## src/rtl/frame_unpacker_100m.sv

```systemverilog
// Receive-side deframer: hunts for SYNC, assembles {CNT, DATA, CRC} frames from a serial
// bit stream, checks CRC-8 and counter continuity, and presents good payloads.
module frame_unpacker_100m #(
  parameter logic [7:0]  SYNC_BYTE   = 8'hAA,
  parameter logic [7:0]  CRC_POLY    = 8'h07,
  parameter int unsigned LOCK_FRAMES = 3,
  parameter int unsigned TIMEOUT_CYC = 64
) (
  input  logic        clk_sys_i,
  input  logic        rst_i,
  input  logic        rx_bit_i,
  input  logic        rx_bit_valid_i,
  output logic [31:0] dout_o,
  output logic [7:0]  dout_cnt_o,
  output logic        dout_valid_o,
  output logic        crc_err_o,
  output logic        seq_err_o,
  output logic        sync_lost_o,
  output logic        locked_o,
  output logic [7:0]  frame_count_o,
  output logic [7:0]  err_count_o
);
  localparam int unsigned FRAME_W = 48;
  localparam int unsigned BCNT_W  = 6;
  localparam int unsigned IDLE_W  = $clog2(TIMEOUT_CYC + 1);
  localparam int unsigned RUN_W   = $clog2(LOCK_FRAMES + 1);

  typedef enum logic [1:0] {ST_HUNT, ST_DATA, ST_SYNC} state_e;

  state_e              state_q, state_d;
  logic [6:0]          win_q, win_d;
  logic [BCNT_W-1:0]   bit_cnt_q, bit_cnt_d;
  logic [FRAME_W-2:0]  frame_q, frame_d;
  logic [FRAME_W-1:0]  hold_q, hold_d;
  logic                check_req_q, check_req_d;
  logic [IDLE_W-1:0]   idle_q, idle_d;
  logic [RUN_W-1:0]    run_q, run_d;
  logic                have_prev_q, have_prev_d;
  logic [7:0]          last_cnt_q, last_cnt_d;
  logic [31:0]         dout_q, dout_d;
  logic [7:0]          dout_cnt_q, dout_cnt_d;
  logic                dout_valid_q, dout_valid_d;
  logic                crc_err_q, crc_err_d;
  logic                seq_err_q, seq_err_d;
  logic                sync_lost_q, sync_lost_d;
  logic                locked_q, locked_d;
  logic [7:0]          frame_count_q, frame_count_d;
  logic [7:0]          err_count_q, err_count_d;

  logic [7:0]          shifted;
  logic [FRAME_W-1:0]  frame_shift;
  logic                sync_miss, timeout, good, bad;
  logic [7:0]          crc_calc, next_cnt;
  logic [8:0]          err_sum;

  // MSB-first CRC-8, init 0, no reflection, no final XOR
  function automatic logic [7:0] crc8(input logic [39:0] d);
    logic [7:0] c;
    c = '0;
    for (int i = 39; i >= 0; i--) begin
      if (c[7] ^ d[i]) c = {c[6:0], 1'b0} ^ CRC_POLY;
      else             c = {c[6:0], 1'b0};
    end
    return c;
  endfunction

  always_comb begin
    state_d     = state_q;
    win_d       = win_q;
    bit_cnt_d   = bit_cnt_q;
    frame_d     = frame_q;
    hold_d      = hold_q;
    check_req_d = 1'b0;
    idle_d      = '0;
    sync_miss   = 1'b0;
    timeout     = 1'b0;
    shifted     = {win_q, rx_bit_i};
    frame_shift = {frame_q, rx_bit_i};

    unique case (state_q)
      ST_HUNT: begin
        if (rx_bit_valid_i) begin
          win_d = shifted[6:0];
          if (shifted == SYNC_BYTE) begin
            state_d   = ST_DATA;
            bit_cnt_d = '0;
          end
        end
      end
      ST_DATA: begin
        if (rx_bit_valid_i) begin
          frame_d = frame_shift[FRAME_W-2:0];
          if (bit_cnt_q == BCNT_W'(FRAME_W - 1)) begin
            hold_d      = frame_shift;
            check_req_d = 1'b1;
            state_d     = ST_SYNC;
            bit_cnt_d   = '0;
          end else begin
            bit_cnt_d = bit_cnt_q + BCNT_W'(1);
          end
        end else begin
          idle_d  = idle_q + IDLE_W'(1);
          timeout = (idle_q == IDLE_W'(TIMEOUT_CYC - 1));
        end
      end
      ST_SYNC: begin
        if (rx_bit_valid_i) begin
          win_d = shifted[6:0];
          if (bit_cnt_q == BCNT_W'(7)) begin
            bit_cnt_d = '0;
            if (shifted == SYNC_BYTE) begin
              state_d = ST_DATA;
            end else begin
              sync_miss = 1'b1;
              state_d   = ST_HUNT;
              win_d     = '0;
            end
          end else begin
            bit_cnt_d = bit_cnt_q + BCNT_W'(1);
          end
        end else if (bit_cnt_q != '0) begin
          // Gaps before the first sync bit are legal inter-frame idle
          idle_d  = idle_q + IDLE_W'(1);
          timeout = (idle_q == IDLE_W'(TIMEOUT_CYC - 1));
        end
      end
      default: state_d = ST_HUNT;
    endcase

    if (timeout) begin
      state_d   = ST_HUNT;
      win_d     = '0;
      bit_cnt_d = '0;
      idle_d    = '0;
    end

    crc_calc = crc8(hold_q[47:8]);
    good     = check_req_q && (crc_calc == hold_q[7:0]);
    bad      = check_req_q && (crc_calc != hold_q[7:0]);
    next_cnt = last_cnt_q + 8'd1;

    // A failed CRC overrides whatever the FSM decided this cycle
    if (bad) begin
      state_d     = ST_HUNT;
      win_d       = '0;
      bit_cnt_d   = '0;
      idle_d      = '0;
      check_req_d = 1'b0;
    end

    dout_d        = good ? hold_q[39:8]  : dout_q;
    dout_cnt_d    = good ? hold_q[47:40] : dout_cnt_q;
    last_cnt_d    = good ? hold_q[47:40] : last_cnt_q;
    dout_valid_d  = good;
    crc_err_d     = bad;
    seq_err_d     = good && have_prev_q && (hold_q[47:40] != next_cnt);
    sync_lost_d   = sync_miss || timeout;
    frame_count_d = frame_count_q + 8'(good);

    have_prev_d = have_prev_q;
    if (good)           have_prev_d = 1'b1;
    if (bad || timeout) have_prev_d = 1'b0;

    run_d    = run_q;
    locked_d = locked_q;
    if (good) begin
      if (run_q != RUN_W'(LOCK_FRAMES)) run_d = run_q + RUN_W'(1);
      if (run_d == RUN_W'(LOCK_FRAMES)) locked_d = 1'b1;
    end
    if (bad || sync_lost_d) begin
      run_d    = '0;
      locked_d = 1'b0;
    end

    err_sum     = 9'(err_count_q) + 9'(crc_err_d) + 9'(sync_lost_d);
    err_count_d = (err_sum > 9'd255) ? 8'hFF : err_sum[7:0];
  end

  always_ff @(posedge clk_sys_i) begin
    if (rst_i) begin
      state_q       <= ST_HUNT;
      win_q         <= '0;
      bit_cnt_q     <= '0;
      frame_q       <= '0;
      hold_q        <= '0;
      check_req_q   <= 1'b0;
      idle_q        <= '0;
      run_q         <= '0;
      have_prev_q   <= 1'b0;
      last_cnt_q    <= '0;
      dout_q        <= '0;
      dout_cnt_q    <= '0;
      dout_valid_q  <= 1'b0;
      crc_err_q     <= 1'b0;
      seq_err_q     <= 1'b0;
      sync_lost_q   <= 1'b0;
      locked_q      <= 1'b0;
      frame_count_q <= '0;
      err_count_q   <= '0;
    end else begin
      state_q       <= state_d;
      win_q         <= win_d;
      bit_cnt_q     <= bit_cnt_d;
      frame_q       <= frame_d;
      hold_q        <= hold_d;
      check_req_q   <= check_req_d;
      idle_q        <= idle_d;
      run_q         <= run_d;
      have_prev_q   <= have_prev_d;
      last_cnt_q    <= last_cnt_d;
      dout_q        <= dout_d;
      dout_cnt_q    <= dout_cnt_d;
      dout_valid_q  <= dout_valid_d;
      crc_err_q     <= crc_err_d;
      seq_err_q     <= seq_err_d;
      sync_lost_q   <= sync_lost_d;
      locked_q      <= locked_d;
      frame_count_q <= frame_count_d;
      err_count_q   <= err_count_d;
    end
  end

  assign dout_o        = dout_q;
  assign dout_cnt_o    = dout_cnt_q;
  assign dout_valid_o  = dout_valid_q;
  assign crc_err_o     = crc_err_q;
  assign seq_err_o     = seq_err_q;
  assign sync_lost_o   = sync_lost_q;
  assign locked_o      = locked_q;
  assign frame_count_o = frame_count_q;
  assign err_count_o   = err_count_q;

endmodule

```

## config.mk

```make
export PLATFORM = sky130hd
export DESIGN_NAME = frame_unpacker_100m
export DESIGN_NICKNAME = d
export VERILOG_FILES = /design/src/rtl/frame_unpacker_100m.sv
export SDC_FILE = /design/constraint.sdc
export NUM_CORES = 1
export LEC_CHECK = 0
export ABC_AREA = 0
export CORE_ASPECT_RATIO = 1.75
export CORE_MARGIN = 4
export CORE_UTILIZATION = 60
export DETAILED_ROUTE_END_ITERATION = 8
export GPL_TIMING_DRIVEN = 0
export PLACE_DENSITY_LB_ADDON = 0.1
export SLEW_MARGIN = 5
export SYNTH_ARGS = -nofsm -noshare
export SYNTH_HDL_FRONTEND = slang
export SYNTH_SLANG_ARGS = --single-unit
```

## constraint.sdc

```tcl
create_clock -name clk_sys_i -period 7.2 [get_ports clk_sys_i]
set_clock_uncertainty 0.05 [all_clocks]
set_input_delay 1.44 -clock clk_sys_i [delete_from_list [all_inputs] [get_ports clk_sys_i]]
set_output_delay 1.44 -clock clk_sys_i [all_outputs]
set_load 0.05 [all_outputs]
```

==> key figures <==
Timing
  – Final worst path period share: around three quarters
  – Setup Viol. Count Final: 0
  – RSZ-0062 raised after global routing: false
  – Final Slew Violations: 0
  – Worst Tran Pin Value: 931.5 ps
  – Setup TNS: 0 ps
  – Hold Fails Final Rpt: 0
  – Slew HR: a little under two fifths
  – Min Tclk post-route: roughly 5500 ps
  – Highest clock rate: around 180 MHz

Layout
  – Most frequent cells in the layout: nand2_1, dfxtp_1, a21oi_1, nor2_1, xnor2_1
  – Nets@finish: slightly above 1000
  – Diodes inserted: 0
  – Register area: 3643 sq um
  – Area occupied by multi-input gates: 4362 sq um
  – Most common cell after layout, fill and taps aside: nand2_1
  – Finished Core Util: between 70 and 80%
  – # fillers: about 1100
  – Fin area: 9764 sq um
  – Share of cells above drive strength 1: between 5 and 6%
  – Area Overhead vs Synth: 17.53%

Placement
  – Routability cong.: 0.8714
  – Post-DP HPWL: 13.64 mm
  – Post-DP Area: between 9000 and 10000 sq um
  – Port Buf Inserts: 63

Critical path
  – Worst Setup End Kind: register
  – Slowest CP cell: xnor3_1
  – Crit-path leading delay family: XOR/XNOR gates
  – Worst EP arrival: 5840 ps
  – Worst setup path endpoint: err_count_o[0]$_SDFF_PP0_
  – Critical path class: reg2reg
  – Crit path buffers/inverters: 3
  – Worst path cell trace: xor2_2, xnor3_1, xnor2_1, xnor3_1, xnor2_1, and2_1, a221oi_1, nor3_1, a31oi_2, clkbuf_1, inv_1, fa_1, inv_1, ha_1, and2_1, nand4_1, a21oi_1
  – Critical path depth in cells: 17
  – CP max FO: 10
  – R2R setup slack: 1670 ps
  – Worst setup SP type: register
  – R2R Path End: err_count_o[0]$_SDFF_PP0_
  – Reg2reg path depth: 17
  – Critical Path Start: hold_q[43]$_SDFFE_PP0P_
  – Req. time, crit path: between 7000 and 8000 ps
  – Worst path max stage delay: about 580 ps
  – Worst r2r src: hold_q[43]$_SDFFE_PP0P_

GRT
  – Largest net degree at the start of global routing: 20
  – GRT Overall Usage: 24.12%
  – Initial antenna violation count: 0
  – Vias in the first global route: 6395
  – GR Overflow Total: 0
  – First-pass GRT wire length: approximately 30 mm

Floorplan
  – Initial Util: about three fifths
  – Die W: just under 100 microns
  – Die ar.: 15870 sq um
  – IO Pins: 65
  – Row cnt: 56
  – Chip Height: roughly 160 microns
  – Core footprint: ~14000 sq um

Pwr
  – Maximum VDD drop: approximately 0.15 mV
  – Pwr/cell area: between 200 and 250 nW/um^2
  – Leakage: 3.866 nW

Clock network
  – H-tree depth: 4
  – Clock transition at path regs: 70 ps
  – Clock Path Buffers: 2
  – CTS sink cnt: approximately 180
  – Root Buffer: clkbuf_16
  – Hold_buf cts: 0
  – Clk Latency, worst-skew pair: roughly 420 ps
  – CTS tree: built
  – Setup repair bufs after CTS: 0
  – CTS-repair resized insts: 0
  – TritonCTS buffer count: 17

Routing
  – Met2 WL post-DR: roughly 10 mm
  – Via/cell ratio: 5.389
  – Residual DRC count: 0
  – Routed len/inst: ~15 microns
  – Routed WL: around 19 mm
  – Iter 0 DRT Violations: about 270
  – Met3 routed WL: 460 microns
  – WL met1: between 7 and 8 mm
  – Top Metal Used: met4
  – Via count: 6499
  – TritonRoute pass-1 iters: 6
  – Antenna-violating nets left: 0

Synth
  – Post-synth EDFFs: 0
  – Async set-reset flop share out of synthesis: 0%
  – Cell Area, Synth: 8308 sq um
  – Synth warn: 0
  – FF+latch count, synth: about 180
  – Top_reg_cell synth: dfxtp_1
  – Post-synthesis cell type count: 49
  – Synthesized instance count: 937
  – Syn Nets: 954
  – Syn Area/Cell: slightly below 9 sq um
  – Seq/Total Area, Yosys: between 40% and 50%

Flow run
  – Max_cap viols: 0

Outcome
  – Outcome: finished clean

Worst hold path
  – Min-Delay Path Depth: 2
  – Hold Path Class: reg2reg
how the worst min path moves through the flow:
stage                        startpoint                       end  slack (ps)
3_3_place_gp       idle_q[6]$_SDFF_PP0_      idle_q[6]$_SDFF_PP0_         380
2_1_floorplan      idle_q[6]$_SDFF_PP0_      idle_q[6]$_SDFF_PP0_         380
6_report       frame_q[46]$_SDFFE_PP0P_   hold_q[47]$_SDFFE_PP0P_         410
5_1_grt            idle_q[0]$_SDFF_PP0_      idle_q[0]$_SDFF_PP0_         430
3_5_place_dp       idle_q[6]$_SDFF_PP0_      idle_q[6]$_SDFF_PP0_         400
4_1_cts        frame_q[46]$_SDFFE_PP0P_  frame_q[46]$_SDFFE_PP0P_         410
layer usage:
layer,vias up,global-route usage [%]
met1,3060,25.66
met2,121,46.70
met4,0,10.61
met3,41,3.291
li1,3277,-
met5,-,0
final cells by class:
class | instances | area share (%)
clock inverters | 15 | 1.871
well taps | 174 | 2.230
inverters | 13 | 0.4997
repair buffers | 63 | 6.458
plain buffers | 56 | 2.601
clock buffers | 17 | 4.357
flip-flops and latches | 182 | 37.31
multi-input cells | 686 | 44.67
flip-flops by register name (all words and copies together), names as in the netlist:
| signal | cells |
|---|---|
| bit_cnt_q | 6 |
| check_req_q | 1 |
| crc_err_o | 1 |
| dout_cnt_o | 8 |
| dout_o | 32 |
| dout_valid_o | 1 |
| err_count_o | 8 |
| frame_count_o | 8 |
| frame_q | 47 |
| have_prev_q | 1 |
| hold_q | 48 |
| idle_q | 7 |
| locked_o | 1 |
| run_q | 2 |
| seq_err_o | 1 |
| state_q | 2 |
| sync_lost_o | 1 |
| win_q | 7 |
tightest hold or removal path: cells and delay by family, from the launching register on:
kind | cells | cell delay, ps
flip-flops | 1 | 310
AND/OR/NAND/NOR | 1 | 50
AO/OA/AOI/OAI | 1 | 50
stage by stage:
| stage | hold slack [ps] | power [mW] | std cells | setup WS [ps] |
|---|---|---|---|---|
| after CTS | 409.4 | 1.988 | 1206 | 1629 |
| after floorplan | 376.8 | 1.046 | 937 | 2657 |
| final | 407.1 | 1.975 | 1206 | 1669 |
| after detailed placement | 396.9 | 1.057 | 1174 | 1673 |
| after global placement | 384.5 | 1.057 | 1174 | 1813 |
| after global routing | 431.7 | 2.036 | 1206 | 1317 |
cell usage after synthesis (all sizes together) (9+ instances only):
cell type / count / area [sq um]
mux2i: 43 / 430.4
nand2: 208 / 780.8
xnor2: 68 / 629.4
nor2: 69 / 259.0
xnor3: 21 / 474.2
a21oi: 119 / 595.6
and3: 9 / 56.30
buf: 13 / 92.58
inv: 13 / 48.80
clkbuf: 43 / 161.4
xor2: 31 / 279.0
dfxtp: 182 / 3643
ha: 12 / 150.1
nand3: 15 / 75.07
nor3: 19 / 95.09
cell families (layout without fill, tap and decap cells):
group | count (synthesis) | count (layout) | share of synthesized area, %
AO/OA/AOI/OAI | 145 | 145 | 9.352
XOR/XNOR | 121 | 121 | 16.93
adder cells (fa/ha/maj) | 15 | 15 | 2.319
buffers and inverters | 69 | 164 | 3.644
flip-flops | 182 | 182 | 43.86
multiplexers | 43 | 43 | 5.181
AND/OR/NAND/NOR | 362 | 362 | 18.72
where the power goes:
part | total, mW | leakage [nW] | internal [mW] | switching, mW
Combinational | 0.0263 | 2.11 | 0.00473 | 0.0216
Sequential | 1.01 | 1.47 | 1.01 | 0.000446
Clock | 0.942 | 0.292 | 0.500 | 0.442
Total | 1.98 | 3.87 | 1.51 | 0.464
Note: power is estimated with default switching activity, not from simulation.
==> edit 1 (same flow settings) <==
Change the localparam `BCNT_W` from 6 to 3.
--- a/src/rtl/frame_unpacker_100m.sv
+++ b/src/rtl/frame_unpacker_100m.sv
@@ -23,3 +23,3 @@
   localparam int unsigned FRAME_W = 48;
-  localparam int unsigned BCNT_W  = 6;
+  localparam int unsigned BCNT_W  = 3;
   localparam int unsigned IDLE_W  = $clog2(TIMEOUT_CYC + 1);
Formal check against the unedited RTL: same outputs for any inputs over 10 cycles, from zero or initial values and one cycle with rst_i high; that may be too few to reach the edited logic, so the function may still have changed.
==> edit 1 against the original RTL <==
- largest cell class unchanged
- final area hardly changed
- area after synthesis is 0.53% higher
- wire length is 3.2% higher
- via count is 2.0% higher
- sequential cell count is 3 lower
- global-route usage is 0.35 points higher
- power is 3.3% lower
- clock power is 6.1% lower
- utilization hardly changed
- setup slack better by 0.65 ns
- count of clock-buffer cells in the layout stayed put
==> edit 1: results (changes against the original RTL) <==
| Metric | Value |
|---|---|
| Ranking of synthesized cells by area | `dfxtp_1, nand2_1, a21oi_1 (unchanged)` |
| Maximum number of pins on one net before global-route repair | `19 (was 20)` |
| Largest stage delay on the critical path | `0.61 ns (was 0.58 ns)` |
| Half-perimeter wire length of the detailed placement result | `14,340 um (was 13,640 um)` |
| Hold Path Origin | `dout_o[29]$_SDFFE_PP0P_ (was frame_q[46]$_SDFFE_PP0P_)` |
| Reg2reg path depth | `16 (was 17)` |
| Max IR drop VDD | `0.1612 mV (was 0.1453 mV)` |
| Worst slew margin relative to its limit | `51.93% (was 37.77%)` |
| Net Count, Synth | `969 (was 954)` |
| Total length of routed wires | `19,090 um (was 18,500 um)` |
| Share of layout cells above drive strength 1 | `6.686% (was 5.329%)` |
| Routability cong. | `0.8906 (was 0.8714)` |
| Buffer cell driving the clock tree root | `clkbuf_16 (unchanged)` |
| Post-synthesis sequential area ratio | `42.91% (was 43.86%)` |
| Leakage | `3.462 nW (was 3.866 nW)` |
| CP Data Arrival Time | `5.18 ns (was 5.84 ns)` |
| Worst hold path cell count | `2 (unchanged)` |
| DP Cell Count | `1,189 (was 1,174)` |
| Nets | `1,051 (was 1,036)` |
| Placement-stage worst setup slack | `2.343 ns (was 1.673 ns)` |
| Combined global-route utilization of all metal layers | `24.48% (was 24.12%)` |
| Count of mapped cells out of synthesis | `952 (was 937)` |
| Async set-reset flop share out of synthesis | `0% (unchanged)` |
| Worst hold path endpoint | `dout_o[29]$_SDFFE_PP0P_ (was hold_q[47]$_SDFFE_PP0P_)` |
| Top register by number of flip-flops | `hold_q (unchanged)` |
| Number of vias after detailed routing | `6,630 (was 6,499)` |
| 1st-iter DRT viols | `273 (unchanged)` |
| Clock Tree Buf Depth | `2 (unchanged)` |
| Input/output buffers | `63 (unchanged)` |
| Maximum net fanout on the critical path | `6 (was 10)` |
| Most frequent cells after synthesis | `nand2_1, dfxtp_1, a21oi_1 (unchanged)` |
| Post-route worst hold slack | `0.3997 ns (was 0.4071 ns)` |
| Result of the run | `finished, final reports clean (unchanged)` |
| Highest-delay cell along the critical path | `xor2_1 (was xnor3_1)` |
| Unique masters post-synth | `56 (was 49)` |
| Number of search-and-repair iterations in the first detailed-routing pass | `5 (was 6)` |
| Clk Latency, worst-skew pair | `roughly 0.43 ns` |
| First-pass GRT wire length | `31,160 um (was 30,890 um)` |
| Reg-to-Reg Start | `hold_q[47]$_SDFFE_PP0P_ (was hold_q[43]$_SDFFE_PP0P_)` |
| Number of global-route vias before repair | `6,502 (was 6,395)` |
| Via/cell ratio | `5.430 (was 5.389)` |
| Total CTS buffers | `17 (unchanged)` |
==> edit 1: cell types whose count changed after synthesis, moves of 8 or more <==
cell | before | now
nor2_1 | 69 | 21
nor4_1 | 8 | 0
nand2_1 | 208 | 287
nor3_1 | 19 | 11
mux2i_1 | 43 | 2
a21oi_1 | 119 | 153
==> edit 1: cell families after synthesis <==
family / after synthesis / synth area share, %
adder cells (fa/ha/maj): 13 / 2.037
AO/OA/AOI/OAI: 187 / 12.75
XOR/XNOR: 124 / 19.15
multiplexers: 2 / 0.2397
buffers and inverters: 74 / 3.925
flip-flops: 179 / 42.91
AND/OR/NAND/NOR: 373 / 19.00
==> edit 1: worst min-delay path, cell delays in order, from the launching register on <==
cell     delay, ns
dfxtp_1       0.31
nand2_1       0.05
a21oi_1       0.05
==> edit 1: cell type report <==
class / instances / area, sq um
Multi-Input combinational cell: 699 / 4441
Tap cell: 174 / 217.7
Fill cell: 1085 / 3755
Sequential cell: 179 / 3583
Clock inverter: 15 / 142.6
Inverter: 12 / 45.04
Clock buffer: 17 / 425.4
Timing Repair Buffer: 63 / 630.6
Buffer: 62 / 282.8
==> edit 1: power breakdown <==
group | leakage (nW) | internal [mW] | switching (mW)
logic | 1.74 | 0.00754 | 0.0245
registers | 1.44 | 0.991 | 0.00118
clock network | 0.278 | 0.458 | 0.427
total | 3.46 | 1.46 | 0.453
==> edit 1: metal layers <==
layer / vias up / wire length, um / GRT usage (%)
li1: 3323 / - / -
met1: 3119 / 7212 / 25.31
met2: 149 / 10660 / 48.46
met3: 39 / 660 / 3.485
met4: 0 / 554 / 10.22
met5: - / 0 / 0
==> edit 1: worst max path at each step <==
stage                             from                   endpoint  slack, ns  cells past startpoint
4_1_cts        hold_q[47]$_SDFFE_PP0P_  err_count_o[1]$_SDFF_PP0_       2.31                     16
5_1_grt        hold_q[47]$_SDFFE_PP0P_  err_count_o[5]$_SDFF_PP0_       1.96                     16
3_5_place_dp   hold_q[47]$_SDFFE_PP0P_  err_count_o[1]$_SDFF_PP0_       2.34                     16
6_report       hold_q[47]$_SDFFE_PP0P_  err_count_o[0]$_SDFF_PP0_       2.32                     16
2_1_floorplan  hold_q[44]$_SDFFE_PP0P_  err_count_o[4]$_SDFF_PP0_       2.90                     16
3_3_place_gp   hold_q[47]$_SDFFE_PP0P_  err_count_o[2]$_SDFF_PP0_       2.47                     16
==> edit 1: per-stage QoR <==
step | area [sq um] | power (mW)
2_1_floorplan | 8352 | 1.036
3_3_place_gp | 9200 | 1.047
3_5_place_dp | 9200 | 1.047
4_1_cts | 9768 | 1.916
5_1_grt | 9768 | 1.962
6_report | 9768 | 1.909
==> edit 2 (same flow settings) <==
Without the edit above. Put one more register stage on the output `err_count_o`, without a reset. The value now appears one clock later. The other outputs are not delayed to match.
--- a/src/rtl/frame_unpacker_100m.sv
+++ b/src/rtl/frame_unpacker_100m.sv
@@ -230,3 +230,5 @@
   assign frame_count_o = frame_count_q;
-  assign err_count_o   = err_count_q;
+  always_ff @(posedge clk_sys_i) begin
+    err_count_o <= err_count_q;
+  end
 
Function: no difference found for any inputs over 10 cycles, from zero or initial values and one cycle with rst_i high; that may be too few to reach the edited logic, so the function may still have changed.
==> edit 2 against the original RTL <==
- setup slack improved by 0.21 ns
- area after synthesis rose by 6.7%
- wire length is 16% higher
- via count grew 13%
- sequential cell count rose by 8
- worst hold slack worse by 0.10 ns
- final area grew 5.8%
- highest routed layer unchanged
Power is not compared: it rests on default switching activity, and its combinational part moved more than twofold at a synthesized area within 25%.
==> edit 2: results (changes against the original RTL) <==
| Metric | Value |
|---|---|
| Result of the run | `finished, final reports clean (unchanged)` |
| Hold Path Origin | `err_count_q[0]$_SDFF_PP0_ (was frame_q[46]$_SDFFE_PP0P_)` |
| Number of non-clock inverters in the layout | `17 (was 13)` |
| Unique masters post-synth | `53 (was 49)` |
| Number of vias after detailed routing | `7,363 (was 6,499)` |
| Adder-Cell Fraction of Synth Area | `1.920% (was 2.319%)` |
| 1st-iter DRT viols | `340 (was 273)` |
| Number of search-and-repair iterations in the first detailed-routing pass | `5 (was 6)` |
| Half-perimeter wire length of the detailed placement result | `15,970 um (was 13,640 um)` |
| Least-Margin Pin Slew | `1.008 ns (was 0.9315 ns)` |
| Area grow syn2layout | `16.49% (was 17.53%)` |
| Area fraction in compound gates after synthesis | `15.22% (was 9.352%)` |
| DP Cell Count | `1,251 (was 1,174)` |
| Number of multi-input combinational cells in the layout | `724 (was 686)` |
| Share of the final layout cell area in multi-input gates | `45.30% (was 44.67%)` |
| Met2 routed WL | `11,600 um (was 10,380 um)` |
| Area of placed instances | `9711 sq um (was 9156 sq um)` |
| First-pass GRT wire length | `34,760 um (was 30,890 um)` |
| Number of global-route vias before repair | `7,219 (was 6,395)` |
| Routability cong. | `0.8697 (was 0.8714)` |
| Met1 routed wirelength after detailed routing | `8081 um (was 7027 um)` |
| Total length of routed wires | `21,550 um (was 18,500 um)` |
| Largest stage delay on the critical path | `0.51 ns (was 0.58 ns)` |
| Worst hold path cell count | `0 (was 2)` |
| Maximum number of pins on one net before global-route repair | `22 (was 20)` |
| Post-route worst hold slack | `0.3044 ns (was 0.4071 ns)` |
| Per-instance average area after synthesis | `8.786 sq um (was 8.867 sq um)` |
| Combined area of the multi-input logic cells | `4678 sq um (was 4362 sq um)` |
| Grt met2 use | `48.76% (was 46.70%)` |
| Post-synthesis sequential area ratio | `42.91% (was 43.86%)` |
| R2r endpoint | `err_count_q[1]$_SDFF_PP0_ (was err_count_o[0]$_SDFF_PP0_)` |
| Sequential cell area in the final layout | `3804 sq um (was 3643 sq um)` |
| Synth Register Bits | `190 (was 182)` |
| Fill count | `1,178 (was 1,071)` |
| Detailed-route wire length per cell | `16.80 um (was 15.34 um)` |
| Combined global-route utilization of all metal layers | `26.13% (was 24.12%)` |
| Fraction of synthesized cell area in xor and xnor cells | `16.75% (was 16.93%)` |
| Non-clock buffer area fraction after layout | `9.100% (was 9.059%)` |
| Share of layout cells above drive strength 1 | `4.896% (was 5.329%)` |
| Placement-stage worst setup slack | `1.920 ns (was 1.673 ns)` |
| Most frequent cells after synthesis | `nand2_1, dfxtp_1, a21oi_1 (unchanged)` |
| Count of buffers not belonging to the clock network in the layout | `140 (was 119)` |
| Input/output buffers | `62 (was 63)` |
| CP Data Arrival Time | `5.64 ns (was 5.84 ns)` |
| Maximum net fanout on the critical path | `9 (was 10)` |
edit 2: changes by cell type after synthesis, moves of 9 or more:
cell	before	now
mux2i_1	43	3
nand4_1	4	41
xnor3_1	20	29
a21oi_1	119	158
nor2_1	69	37
clkbuf_1	43	62
o31ai_1	0	41
xnor2_1	65	49
edit 2: worst max path at each step:
stage / start / end / slack [ns] / depth (start not counted)
after floorplan: hold_q[43]$_SDFFE_PP0P_ / err_count_q[0]$_SDFF_PP0_ / 2.64 / 17
after global placement: hold_q[43]$_SDFFE_PP0P_ / err_count_q[0]$_SDFF_PP0_ / 1.98 / 17
after detailed placement: hold_q[43]$_SDFFE_PP0P_ / err_count_q[0]$_SDFF_PP0_ / 1.92 / 17
after CTS: hold_q[43]$_SDFFE_PP0P_ / err_count_q[3]$_SDFF_PP0_ / 1.89 / 17
after global routing: hold_q[43]$_SDFFE_PP0P_ / err_count_q[1]$_SDFF_PP0_ / 1.56 / 17
final: hold_q[43]$_SDFFE_PP0P_ / err_count_q[1]$_SDFF_PP0_ / 1.87 / 17
